--- src/rtl/serial_add_ctrl.sv ---
// rtl/serial_add_ctrl.sv - bit-serial adder sequencer around a registered-carry 1-bit adder cell
module serial_add_ctrl #(
    parameter int WIDTH = 8
) (
    input  logic             clk,
    input  logic             rst_n,
    input  logic             start,
    input  logic             clr,
    input  logic [WIDTH-1:0] a,
    input  logic [WIDTH-1:0] b,
    output logic             busy,
    output logic             done,
    output logic [WIDTH-1:0] sum,
    output logic             cout
);

    localparam int CW = (WIDTH > 1) ? $clog2(WIDTH) : 1;
    localparam logic [CW-1:0] LAST = CW'(WIDTH - 1);

    typedef enum logic [1:0] {
        IDLE = 2'd0,
        RUN  = 2'd1,
        DONE = 2'd2
    } state_t;

    state_t           state;
    state_t           state_nxt;
    logic [WIDTH-1:0] opa;
    logic [WIDTH-1:0] opb;
    logic [WIDTH-1:0] psum;
    logic [WIDTH-1:0] psum_nxt;
    logic [CW-1:0]    cnt;
    logic             carry;
    logic             carry_nxt;
    logic             ha1_s;
    logic             ha1_c;
    logic             ha2_s;
    logic             ha2_c;
    logic             accept;
    logic             step;

    // Adder cell: two cascaded half adders, their carries ORed.
    assign ha1_s     = opa[0] ^ opb[0];
    assign ha1_c     = opa[0] & opb[0];
    assign ha2_s     = ha1_s ^ carry;
    assign ha2_c     = ha1_s & carry;
    assign carry_nxt = ha1_c | ha2_c;

    // New sum bit enters at the MSB so that after WIDTH steps bit 0 sits at the LSB.
    if (WIDTH == 1) begin : g_w1
        assign psum_nxt = ha2_s;
    end else begin : g_wn
        assign psum_nxt = {ha2_s, psum[WIDTH-1:1]};
    end

    assign accept = (state == IDLE) && start && !clr;
    assign step   = (state == RUN) && !clr;

    always_ff @(posedge clk or negedge rst_n) begin
        if (!rst_n) begin
            state <= IDLE;
        end else begin
            state <= state_nxt;
        end
    end

    always_comb begin
        state_nxt = state;
        if (clr) begin
            state_nxt = IDLE;
        end else begin
            case (state)
                IDLE:    if (start) state_nxt = RUN;
                RUN:     if (cnt == LAST) state_nxt = DONE;
                DONE:    state_nxt = IDLE;
                default: state_nxt = IDLE;
            endcase
        end
    end

    always_comb begin
        busy = 1'b0;
        done = 1'b0;
        case (state)
            RUN:  busy = 1'b1;
            DONE: begin
                busy = 1'b1;
                done = 1'b1;
            end
            default: ;
        endcase
    end

    // Result registers move only on the step that completes the last bit.
    always_ff @(posedge clk or negedge rst_n) begin
        if (!rst_n) begin
            opa   <= '0;
            opb   <= '0;
            psum  <= '0;
            cnt   <= '0;
            carry <= 1'b0;
            sum   <= '0;
            cout  <= 1'b0;
        end else if (accept) begin
            opa   <= a;
            opb   <= b;
            psum  <= '0;
            cnt   <= '0;
            carry <= 1'b0;
        end else if (step) begin
            opa   <= opa >> 1;
            opb   <= opb >> 1;
            psum  <= psum_nxt;
            carry <= carry_nxt;
            cnt   <= cnt + CW'(1);
            if (cnt == LAST) begin
                sum  <= psum_nxt;
                cout <= carry_nxt;
            end
        end
    end

endmodule

--- config.mk ---
export PLATFORM = sky130hd
export DESIGN_NAME = serial_add_ctrl
export DESIGN_NICKNAME = d
export VERILOG_FILES = /design/src/rtl/serial_add_ctrl.sv
export SDC_FILE = /design/constraint.sdc
export NUM_CORES = 1
export LEC_CHECK = 0
export BUFFER_PORTS_ARGS = -buffer_cell sky130_fd_sc_hd__buf_2
export CAP_MARGIN = 10
export CORE_UTILIZATION = 60
export CTS_BUF_LIST = sky130_fd_sc_hd__clkbuf_2 sky130_fd_sc_hd__clkbuf_4 sky130_fd_sc_hd__clkbuf_8
export DETAILED_ROUTE_END_ITERATION = 8
export GPL_TIMING_DRIVEN = 1
export PLACE_DENSITY = 0.85
export SLEW_MARGIN = 20
export SYNTH_ARGS = -nofsm -noshare
export SYNTH_HDL_FRONTEND = slang
export SYNTH_SLANG_ARGS = --single-unit
--- constraint.sdc ---
create_clock -name clk -period 3.55 [get_ports clk]
set_input_delay 0 -clock clk [delete_from_list [all_inputs] [get_ports clk]]
set_output_delay 0 -clock clk [all_outputs]
set_load 0.01 [all_outputs]
==> flow_metrics.py <==
metrics = {
    "yosys": {
        "synth.yosys.seq_area_share_pct": 55.5,
        "synth-seq-cells": 38,
        "post_synth_inst_count": 173,
        "mappedNetlistArea_um2": 1710,
        "yosys_warnings": 0,
        "yosys.cell_types.count": 22,
        "syn_avg_cell_area_um2": 9.90,
        "synth_fp_nets": 199,
    },
    "critical_path": {
        "path_buf_inv": 2,
        "largest_delay_contributor_family_on_the_critical_path": "simple AND/OR/NAND/NOR gates",
        "max_stage_delay_ns": 0.46,
        "crit_chain": "inv_1 > ha_1 > nor2b_2 > buf_4 > nand3_4 > mux2_2",
        "required_ns": 3.78,
        "crit_type": "reg -> reg",
        "highest_fanout_seen_on_the_critical_path": 15,
        "cp-start-kind": "register",
        "critPathCaptureType": "register",
        "critPathSlowestCell": "sky130_fd_sc_hd__nor2b_2",
        "worstPathArrival_ns": 2.28,
    },
    "cells_and_area": {
        "register_area_um2": 951,
        "area.growth.synth_to_final_pct": 22.1,
        "stdcell_count": 251,
        "n_antenna_cell": 0,
        "final_area_um2": 2090,
        "finalNetCount": 245,
        "layout-drive-gt1-share_pct": 22.7,
        "postLayoutCoreUtil_pct": 76.5,
        "multi_input_area_um2": 684,
        "filler_cell_count": 200,
    },
    "sta": {
        "setup_total_negative_slack_ns": 0,
        "fin_worst_hold_slack_ns": 0.0198,
        "setup_violations": 0,
        "rsz0062_at_grt": "false",
        "minimum_clock_period_ns": 2.06,
        "drv_slew": 0,
        "report.final.hold_viol_count": 0,
        "final.period_utilization_pct": 57.9,
        "fmax_mhz": 486,
        "timing.clock.skew_ns": 0.00955,
        "worst_slew_margin_rel_pct": 32.1,
        "worst-slew-pin-transition_ns": 1.01,
        "worst_slack_ns": 1.49,
    },
    "placement": {
        "dp_hpwl_um": 2150,
        "place_area_um2": 1850,
        "count_of_input_and_output_buffers": 30,
        "place.gp.congestion": 0.754,
        "number_of_placed_cells_counting_well_taps": 225,
        "place_ws_ns": 1.54,
    },
    "drt": {
        "iteration_count_of_the_initial_detailed_routing_pass": 4,
        "drt_iter0_drc": 50,
        "dr_total_vias": 1399,
        "drt_drc_violations_left": 0,
        "postRouteAntennaNets": 0,
        "route.final.wire_length_um": 3480,
        "route.detailed.wl_per_inst_um": 13.9,
        "viasPerCell": 5.57,
    },
    "floorplan": {
        "fp.dieH_um": 55.4,
        "design.core.area_um2": 2730,
        "io_pins": 31,
        "design.die.area_um2": 3070,
        "die_wd_um": 55.4,
        "placementRows": 19,
        "initial_utilization_pct": 62.7,
    },
    "power": {
        "swShare_pct": 28.0,
        "netSwitchingPower_mw": 0.261,
        "pwr-share-clk_pct": 25.4,
        "p_int_mw": 0.673,
        "vdd_ir_drop_max_mv": 0.351,
        "cellLeakagePower_nw": 1.05,
        "combinational_group_share_of_total_power_pct": 17.7,
        "p_total_mw": 0.934,
        "p_per_area_nw_per_um2": 447,
        "share_seq_of_total_power_pct": 56.8,
    },
    "grt": {
        "gr-usage-all-layers_pct": 27.0,
        "via_count_of_the_first_global_routing_pass": 1513,
        "antenna_found_initial": 0,
        "globalRouteOverflowTotal": 0,
        "global_route_wire_length_before_repair_um": 6350,
        "grt_start_max_net_pins": 39,
    },
    "clocking": {
        "post_cts_resized": 0,
        "cts-htree-levels": 2,
        "worst_skew_pair_later_pin_latency_ns": 0.34,
        "clk_pin_slew_ns": 0.10,
        "num_cts_buffers": 5,
        "clk_sinks": 38,
        "cts.path.max_buffers": 2,
        "tritoncts": "done",
        "cts-root-buf": "sky130_fd_sc_hd__clkbuf_4",
    },
    "min_path": {
        "hp-class": "in -> reg",
    },
    "flow_run": {
        "max_cap_viol_count": 0,
    },
    "outcome": {
        "run_status": "completed",
    },
}
-- flip-flops by register name (all words and copies together), names as in the netlist --
register / count
opb: 8
opa: 8
cout: 1
state: 2
cnt: 3
psum: 7
sum: 8
carry: 1
-- synthesized netlist by cell type (all sizes together) --
library cell	number	area share (%)
a211oi	2	0.88
ha	5	3.7
and3b	1	0.51
xnor2	1	0.51
buf	9	3.4
clkbuf	1	0.22
mux2	9	5.9
inv	4	0.88
nor2	15	3.3
a21oi	12	3.5
a31oi	14	5.1
nand3b	1	0.44
nor2b	1	0.51
fa	1	1.2
dfrtp	38	56
or2b	2	0.88
nand2	53	12
nand3	3	1.6
nand2b	1	0.37
-- kinds of logic after synthesis --
| logic type | share of synthesized area, % |
|---|---|
| mux | 5.92 |
| compound gates | 9.50 |
| xor+xnor | 0.511 |
| simple gates | 19.2 |
| flops | 55.5 |
| buf+inv | 4.53 |
| fa+ha+maj | 4.82 |
-- per-layer routing --
layer	global-route usage [%]	wire [µm]	up-vias
li1	-	-	667
met1	30.1	1390	687
met2	49.9	1920	37
met3	4.92	108	8
met4	11.4	60	0
met5	0	0	-
-- area by class of cell --
class                           instances  area share [%]
Tap cell                               31            1.86
Multi-Input combinational cell        121            32.7
Sequential cell                        38            45.5
Inverter                                4           0.718
Timing Repair Buffer                   49            16.2
Clock inverter                          1           0.239
Clock buffer                            7            2.81
-- path summary, 6_finish.rpt --
path	start	endpoint	slack, ns	cells after the start
max	state[1]$_DFFE_PN0P_	sum[6]$_DFFE_PN0P_	1.49	6
min	start	state[0]$_DFFE_PN0P_	0.02	3
max reg2reg	state[1]$_DFFE_PN0P_	sum[6]$_DFFE_PN0P_	1.49	6
min reg2reg	sum[2]$_DFFE_PN0P_	sum[2]$_DFFE_PN0P_	0.51	1
max in group asynchronous	rst_n	cnt[0]$_DFFE_PN0P_	2.75	2
min in group asynchronous	rst_n	sum[4]$_DFFE_PN0P_	0.28	2
-- power by group through the flow --
stage,Clock [mW],Sequential [mW],Combinational (mW)
finish,0.237,0.531,0.166
global route,0.261,0.539,0.191
CTS,0.242,0.530,0.164
detailed placement,0,0.539,0.147
global placement,0,0.535,0.139
floorplan,0,0.528,0.111
-- layout by cell type, fill, tap and decap left out, types with 2 or more instances in the layout --
cell	n
sky130_fd_sc_hd__nand2_1	53
sky130_fd_sc_hd__dfrtp_1	38
sky130_fd_sc_hd__buf_2	30
sky130_fd_sc_hd__dlygate4sd3_1	18
sky130_fd_sc_hd__nor2_1	15
sky130_fd_sc_hd__a31oi_1	14
sky130_fd_sc_hd__a21oi_1	12
sky130_fd_sc_hd__mux2_2	9
sky130_fd_sc_hd__clkbuf_4	6
sky130_fd_sc_hd__ha_1	5
sky130_fd_sc_hd__inv_1	4
sky130_fd_sc_hd__or2b_1	2
sky130_fd_sc_hd__a211oi_1	2
sky130_fd_sc_hd__nand3_1	2
-- what timing repair did --
action / 4_1_cts / 5_1_grt
buffers inserted: 0 / 0
hold buffers: 18 / 0
endpoints found under the hold margin: 56 / 0
setup endpoints to repair: 0 / 0
-- worst register-to-register path, delay by kind of cell, from the launching register on --
family,cells,cell delay [ns]
fa+ha+maj,1,0.21
flops,1,0.41
mux,1,0.31
buf+inv,2,0.39
simple gates,2,0.62
No activity file was read; power rests on OpenSTA's default activity.
